**src/rtl/tile_pkg.sv**
```systemverilog
// Shared constants, types and address helper for the background tile ROM arbiter.
package tile_pkg;

  localparam int TILE_W = 96;   // tile width in texels
  localparam int TILE_H = 96;   // tile height in texels
  localparam int SCR_W  = 640;  // active screen width in pixels
  localparam int SCR_H  = 480;  // active screen height in lines

  localparam int ADDR_W = 15;   // 96*96 = 9216 texels
  localparam int IDX_W  = 3;    // palette index per texel
  localparam int CALC_W = 17;   // wide enough for DrawX*TILE_W without overflow

  typedef logic [IDX_W-1:0]  tile_idx_t;
  typedef logic [ADDR_W-1:0] rom_addr_t;
  typedef logic [CALC_W-1:0] calc_t;

  typedef enum logic [1:0] {
    IDLE,
    ISSUE,
    CAPTURE
  } lk_state_t;

  // Row-major texel address; both the video path and the lookup path use it.
  function automatic rom_addr_t texel_addr(calc_t row, calc_t col);
    return rom_addr_t'(row * calc_t'(TILE_W) + col);
  endfunction

endpackage

```
**src/rtl/tile_rom_arbiter_if.sv**
```systemverilog
// Game-logic lookup handshake: request with texel coordinates, one-cycle ack with data.
interface tile_rom_arbiter_if;
  import tile_pkg::*;

  logic      lk_req;
  logic [6:0] lk_x;
  logic [6:0] lk_y;
  logic      lk_ack;
  tile_idx_t lk_data;

  // Requester side (game logic).
  modport master (
    output lk_req, lk_x, lk_y,
    input  lk_ack, lk_data
  );

  // Arbiter side.
  modport slave (
    input  lk_req, lk_x, lk_y,
    output lk_ack, lk_data
  );

endinterface

```
**src/rtl/tile_addr_gen.sv**
```systemverilog
// Screen-to-texel scaling with horizontal scroll wrap, producing the video ROM address.
module tile_addr_gen
  import tile_pkg::*;
(
  input  logic [9:0] draw_x,
  input  logic [9:0] draw_y,
  input  logic [6:0] scroll,
  output rom_addr_t  video_addr
);

  calc_t col_scaled;
  calc_t col_sum;
  calc_t col_wrapped;
  calc_t row_scaled;

  // Scale pixel coordinates down to texels, then shift by the scroll and wrap once.
  always_comb begin
    col_scaled  = (calc_t'(draw_x) * calc_t'(TILE_W)) / calc_t'(SCR_W);
    col_sum     = col_scaled + calc_t'(scroll);
    col_wrapped = (col_sum >= calc_t'(TILE_W)) ? col_sum - calc_t'(TILE_W) : col_sum;
    row_scaled  = (calc_t'(draw_y) * calc_t'(TILE_H)) / calc_t'(SCR_H);
    video_addr  = texel_addr(row_scaled, col_wrapped);
  end

endmodule

```
**src/rtl/tile_rom_arbiter.sv**
```systemverilog
// Shares the tile ROM read port between video scan-out (priority while visible)
// and game-logic lookups (served only during blanking).
module tile_rom_arbiter
  import tile_pkg::*;
(
  input  logic          vga_clk,
  input  logic          reset_n,
  input  logic [9:0]    DrawX,
  input  logic [9:0]    DrawY,
  input  logic          blank,
  input  logic [6:0]    scroll_x,
  output rom_addr_t     rom_address,
  input  tile_idx_t     rom_q,
  output tile_idx_t     pix_index,
  output logic          pix_valid,
  tile_rom_arbiter_if.slave lk
);

  logic [6:0] scroll_q;
  logic       blank_d1;
  rom_addr_t  video_addr;
  rom_addr_t  lk_addr;
  rom_addr_t  rom_addr_d;
  logic       lk_out_of_range;
  logic       lk_issue;
  lk_state_t  state_q;
  lk_state_t  state_d;
  logic       lk_ack_q;
  logic       lk_ack_d;
  tile_idx_t  lk_data_q;
  tile_idx_t  lk_data_d;

  tile_addr_gen u_addr_gen (
    .draw_x     (DrawX),
    .draw_y     (DrawY),
    .scroll     (scroll_q),
    .video_addr (video_addr)
  );

  assign lk_addr         = texel_addr(calc_t'(lk.lk_y), calc_t'(lk.lk_x));
  assign lk_out_of_range = (lk.lk_x >= 7'(TILE_W)) || (lk.lk_y >= 7'(TILE_H));

  // Scroll is sampled once per frame, at the first blank line, so a frame never tears.
  // NOTE: sequential state always uses <= so every register sees pre-edge values.
  always_ff @(posedge vga_clk) begin
    if (!reset_n) begin
      scroll_q <= '0;
    end else if (DrawX == 10'd0 && DrawY == 10'(SCR_H)) begin
      scroll_q <= scroll_x;
    end
  end

  // Video pipeline: address registered at N+1, ROM data captured at N+2.
  always_ff @(posedge vga_clk) begin
    if (!reset_n) begin
      blank_d1  <= 1'b0;
      pix_valid <= 1'b0;
      pix_index <= '0;
    end else begin
      blank_d1  <= blank;
      pix_valid <= blank_d1;
      pix_index <= blank_d1 ? rom_q : '0;
    end
  end

  // Lookup FSM next state and port arbitration; video always wins while blank is high.
  // NOTE: every signal gets a default first so no path leaves it unassigned (no latches).
  always_comb begin
    state_d   = state_q;
    lk_issue  = 1'b0;
    lk_ack_d  = 1'b0;
    lk_data_d = lk_data_q;

    case (state_q)
      IDLE: begin
        // The !lk_ack_q guard stops a re-issue in the cycle the requester sees its ack.
        if (lk.lk_req && !blank && !lk_ack_q) begin
          if (lk_out_of_range) begin
            lk_ack_d  = 1'b1;
            lk_data_d = '0;
          end else begin
            lk_issue = 1'b1;
            state_d  = ISSUE;
          end
        end
      end
      ISSUE: begin
        // Video reclaimed the port: drop the access, the held lk_req retries it later.
        state_d = blank ? IDLE : CAPTURE;
      end
      CAPTURE: begin
        lk_data_d = rom_q;
        lk_ack_d  = 1'b1;
        state_d   = IDLE;
      end
      default: state_d = IDLE;
    endcase

    rom_addr_d = rom_address;
    if (blank) begin
      rom_addr_d = video_addr;
    end else if (lk_issue) begin
      rom_addr_d = lk_addr;
    end
  end

  // State, ROM address and lookup result registers.
  always_ff @(posedge vga_clk) begin
    if (!reset_n) begin
      state_q     <= IDLE;
      rom_address <= '0;
      lk_ack_q    <= 1'b0;
      lk_data_q   <= '0;
    end else begin
      state_q     <= state_d;
      rom_address <= rom_addr_d;
      lk_ack_q    <= lk_ack_d;
      lk_data_q   <= lk_data_d;
    end
  end

  assign lk.lk_ack  = lk_ack_q;
  assign lk.lk_data = lk_data_q;

endmodule

```
**src/flat_wrapper.sv**
```systemverilog
// flat-port wrapper written by rule: the top's interface ports become plain ports
module tile_rom_arbiter_flat import tile_pkg::*;
  (vga_clk, reset_n, DrawX, DrawY, blank, scroll_x, rom_address, rom_q, pix_index, pix_valid, lk_lk_req, lk_lk_x, lk_lk_y, lk_lk_ack, lk_lk_data);
  tile_rom_arbiter_if lk_i ();
  input  logic vga_clk;
  input  logic reset_n;
  input  logic [9:0] DrawX;
  input  logic [9:0] DrawY;
  input  logic blank;
  input  logic [6:0] scroll_x;
  output rom_addr_t rom_address;
  input  tile_idx_t rom_q;
  output tile_idx_t pix_index;
  output logic pix_valid;
  input wire logic [$bits(lk_i.lk_req)-1:0] lk_lk_req;
  input wire logic [$bits(lk_i.lk_x)-1:0] lk_lk_x;
  input wire logic [$bits(lk_i.lk_y)-1:0] lk_lk_y;
  output wire logic [$bits(lk_i.lk_ack)-1:0] lk_lk_ack;
  output wire logic [$bits(lk_i.lk_data)-1:0] lk_lk_data;
  assign lk_i.lk_req = lk_lk_req;
  assign lk_i.lk_x = lk_lk_x;
  assign lk_i.lk_y = lk_lk_y;
  assign lk_lk_ack = lk_i.lk_ack;
  assign lk_lk_data = lk_i.lk_data;
  tile_rom_arbiter u_core (.vga_clk(vga_clk), .reset_n(reset_n), .DrawX(DrawX), .DrawY(DrawY), .blank(blank), .scroll_x(scroll_x), .rom_address(rom_address), .rom_q(rom_q), .pix_index(pix_index), .pix_valid(pix_valid), .lk(lk_i));
endmodule
```
**config.mk**
```make
export PLATFORM = sky130hd
export DESIGN_NAME = tile_rom_arbiter_flat
export DESIGN_NICKNAME = d
export VERILOG_FILES = /design/src/rtl/tile_pkg.sv /design/src/rtl/tile_rom_arbiter_if.sv /design/src/rtl/tile_addr_gen.sv /design/src/rtl/tile_rom_arbiter.sv /design/src/flat_wrapper.sv
export SDC_FILE = /design/constraint.sdc
export NUM_CORES = 1
export LEC_CHECK = 0
export ABC_AREA = 1
export ABC_CLOCK_PERIOD_IN_PS = 24900
export CAP_MARGIN = 10
export CORE_ASPECT_RATIO = 1.5
export CORE_MARGIN = 1
export CORE_UTILIZATION = 30
export CTS_CLUSTER_DIAMETER = 200
export DETAILED_ROUTE_END_ITERATION = 10
export SETUP_SLACK_MARGIN = 0.15
export SLEW_MARGIN = 20
export SYNTH_ARGS = -nofsm -noshare
export SYNTH_HDL_FRONTEND = slang
export SYNTH_SLANG_ARGS = --single-unit
```
**constraint.sdc**
```tcl
create_clock -name vga_clk -period 24.9 [get_ports vga_clk]
set_clock_uncertainty 0.15 [all_clocks]
set_input_delay 3.735 -clock vga_clk [delete_from_list [all_inputs] [get_ports vga_clk]]
set_output_delay 3.735 -clock vga_clk [all_outputs]
set_load 0.1 [all_outputs]
```
==> flow_summary.yaml <==
status:
  status: "finished clean"
worst_setup_path:
  cp_data_required_time_ns: 24.96
  cpMaxStageDelayCell: "clkdlybuf4s50_1"
  worstReg2RegStart: "u_core.scroll_q[0]"
  crit_path_max_incr_delay_ns: 0.57
  worst_path_class_setup: "input port to flop"
  crit_buf_inv: 6
  crit_path_top_cell_by_count: "nand2_1"
  worst_path_arrival_time_ns: 12.58
  critical_path.endpoint_type: "flop"
  reg2reg_path_depth: 34
  setup.worst_path.start_class: "input port"
  crit_family: "simple AND/OR/NAND/NOR gates"
  worst_r2r_endpoint: "u_core.rom_address[14]"
  path_max_fanout: 6
  rrSetupSlack_ns: 19.97
yosys:
  synth_cell_type_count: 46
  synthTopCellsByArea: "ha_1 17%, nand2_1 13%, dfxtp_1 13%"
  synthesis_stage_register_bit_count: 33
  post_synth_instance_area_um2: 5150
  synth_top_area_share_pct: 16.8
  post_synth.cell_area_avg_um2: 6.26
  syn_inst: 823
  synth_sequential_area_ratio_pct: 12.8
  post_syn_nets: 947
  ys.warnings.count: 0
  synth_top_area_cell: "ha_1"
hold_path:
  hold_class: "flop to flop"
  holdCritStartpoint: "u_core.scroll_q[6]"
  hold_path_end: "u_core.scroll_q[6]"
  worst_hold_path.num_cells: 2
sta:
  finalSetupTns_ns: 0
  slew-limit-headroom_pct: 34.3
  period_needed_ns: 12.52
  maxSlewViolCount: 0
  hold_viol_final: 0
  worst_setup_margin_ns: 12.38
  worst_pin_slew_ns: 0.982
  grt_setup_unrepaired: "no"
  final-setup-viol-count: 0
  final_min_period_over_clock_period_pct: 50.3
  fmax_mhz: 79.9
place:
  dp_hpwl_mm: 9.94
  preCtsSetupSlack_ns: 12.08
  portBuffers: 70
  place.detailed.instances: 1097
  globalplace.congestion: 0.807
floorplanning:
  floorplan.initialDensity_pct: 30.7
  core_um2: 16800
  site_row_count: 58
  fp.dieH_um: 162
  die_width_um: 109
  top_level_ports: 71
  die-area_um2: 17700
cts:
  ctsHtreeMaxLevel: 2
  worst_skew_pair.late_latency_ns: 0.29
  cts.clk_slew.worst_paths_ns: 0.06
  clock_root_buffer: "clkbuf_16"
  post_cts_resized: 0
  cts_tree: "yes"
  cts_hold_buf: 0
  numCtsBuffers: 5
  cts_max_path_buffers: 2
  post_cts_buffers: 0
  cts.sink_count: 33
routing:
  drcViolationCount: 0
  avgRoutedWirePerCell_um: 10.5
  routed-via-count: 5067
  drtIter0Drc: 176
  ant_nets: 0
  vias_per_cell: 4.59
  drt_wl_total_mm: 11.6
  drtPass1Iterations: 4
power:
  cellPowerDensity_nw_per_um2: 135
  power.total_mw: 0.843
  cellLeakagePower_nw: 3.21
  vdd_drop_max_mv: 0.0844
cells_and_area:
  antennaDiodeCount: 0
  post_route_cells_drive_above_1_share_pct: 9.16
  final_cells: 1105
  final_net_count: 1018
  areaGrowthSynthToFinish_pct: 21.0
  final_core_util_pct: 37.2
grt:
  gr-total-overflow: 0
  grt_max_degree: 24
  groute.usage.overall_pct: 13.4
  grt_pass1_vias: 4728
  grt_antenna_before_repair: 0
  grt_first_pass_wirelength_mm: 19.5
job:
  max_cap_viol: 0
sequential cells by signal, summed over array words and instances, names as in the netlist:
signal and flops:
u_core.pix_index 3, u_core.state_q 2, u_core.rom_address 15, u_core.blank_d1 1, u_core.scroll_q 7, u_core.lk.lk_ack 1, u_core.pix_valid 1, u_core.lk.lk_data 3
metal layers:
metal	global-route usage [%]	vias to the layer above	share of wire, %
met5	0	-	0
met4	4.30	0	1.5
met3	1.08	10	3.4
met2	25.8	80	51
met1	14.9	2199	45
li1	-	2778	-
worst max-delay path by stage:
stage	depth (start not counted)	end	slack, ns	startpoint
6_report	74	u_core.rom_address[14]	12.38	DrawX[2]
5_1_grt	74	u_core.rom_address[14]	11.32	DrawX[2]
4_1_cts	74	u_core.rom_address[14]	12.36	DrawX[2]
3_5_place_dp	74	u_core.rom_address[14]	12.08	DrawX[2]
3_3_place_gp	74	u_core.rom_address[14]	12.29	DrawX[2]
2_1_floorplan	74	u_core.rom_address[14]	13.51	DrawX[0]
cell type report:
class / instances / area (µm²)
Fill cell: 1825 / 10500
Multi-Input combinational cell: 633 / 3900
Timing Repair Buffer: 70 / 701
Sequential cell: 33 / 661
Inverter: 151 / 567
Tap cell: 210 / 263
Clock buffer: 5 / 125
Clock inverter: 3 / 17.5
cell families (layout without fill, tap and decap cells):
group                      after synthesis  in the layout  share of synthesized area [%]
AOI/OAI and AO/OA                      133            133                           15.6
xor gates and xnor gates                37             37                           6.29
adders and majority gates               76             76                           19.5
buffers and inverters                  157            229                           11.4
DFF                                     33             33                           12.8
and+or+nand+nor                        387            387                           34.3
cell usage in the layout, fill, tap and decap left out, types with 11 or more instances in the layout:
master / n
clkdlybuf4s50_1: 70
nand4_1: 11
nand3_1: 53
xor2_1: 31
o21ai_0: 34
dfxtp_1: 33
inv_1: 133
a21oi_1: 54
inv_2: 17
nand2_2: 27
ha_1: 69
nor2_1: 80
nand2_1: 184
cell usage after synthesis (all sizes together):
| library cell | n |
|---|---|
| a211oi | 3 |
| a21boi | 1 |
| a21o | 1 |
| a21oi | 56 |
| a22o | 3 |
| a31o | 1 |
| a31oi | 5 |
| a41oi | 1 |
| and2 | 2 |
| clkbuf | 6 |
| clkinv | 1 |
| dfxtp | 33 |
| fa | 7 |
| ha | 69 |
| inv | 150 |
| nand2 | 216 |
| nand3 | 59 |
| nand3b | 2 |
| nand4 | 12 |
| nor2 | 84 |
| nor3 | 5 |
| nor4 | 2 |
| o2111ai | 2 |
| o211ai | 3 |
| o21a | 1 |
| o21ai | 44 |
| o21bai | 10 |
| o22ai | 1 |
| o311ai | 1 |
| or2 | 4 |
| or3 | 1 |
| xnor2 | 6 |
| xor2 | 31 |
power breakdown:
part / switching [mW] / leakage (nW) / internal, mW / total [mW]
sequential: 0.00507 / 0.270 / 0.0625 / 0.0676
clock: 0.0240 / 0.0696 / 0.0366 / 0.0606
combinational: 0.452 / 2.87 / 0.263 / 0.715
total: 0.481 / 3.21 / 0.362 / 0.843
worst register-to-register path: cells and delay by family (launching register included):
family	cells	cell delay (ns)
buffers and inverters	2	0.17
adders and majority gates	4	1.19
and+or+nand+nor	17	1.55
DFF	1	0.33
xor gates and xnor gates	2	0.40
AOI/OAI and AO/OA	9	1.07
metrics by stage:
stage / hold WS (ns) / area [µm²]
after detailed placement: 0.294 / 6090
final: 0.310 / 6230
after floorplan: 0.278 / 5150
after global routing: 0.326 / 6230
after CTS: 0.309 / 6230
after global placement: 0.293 / 6090
(Power assumes the default switching activity.)
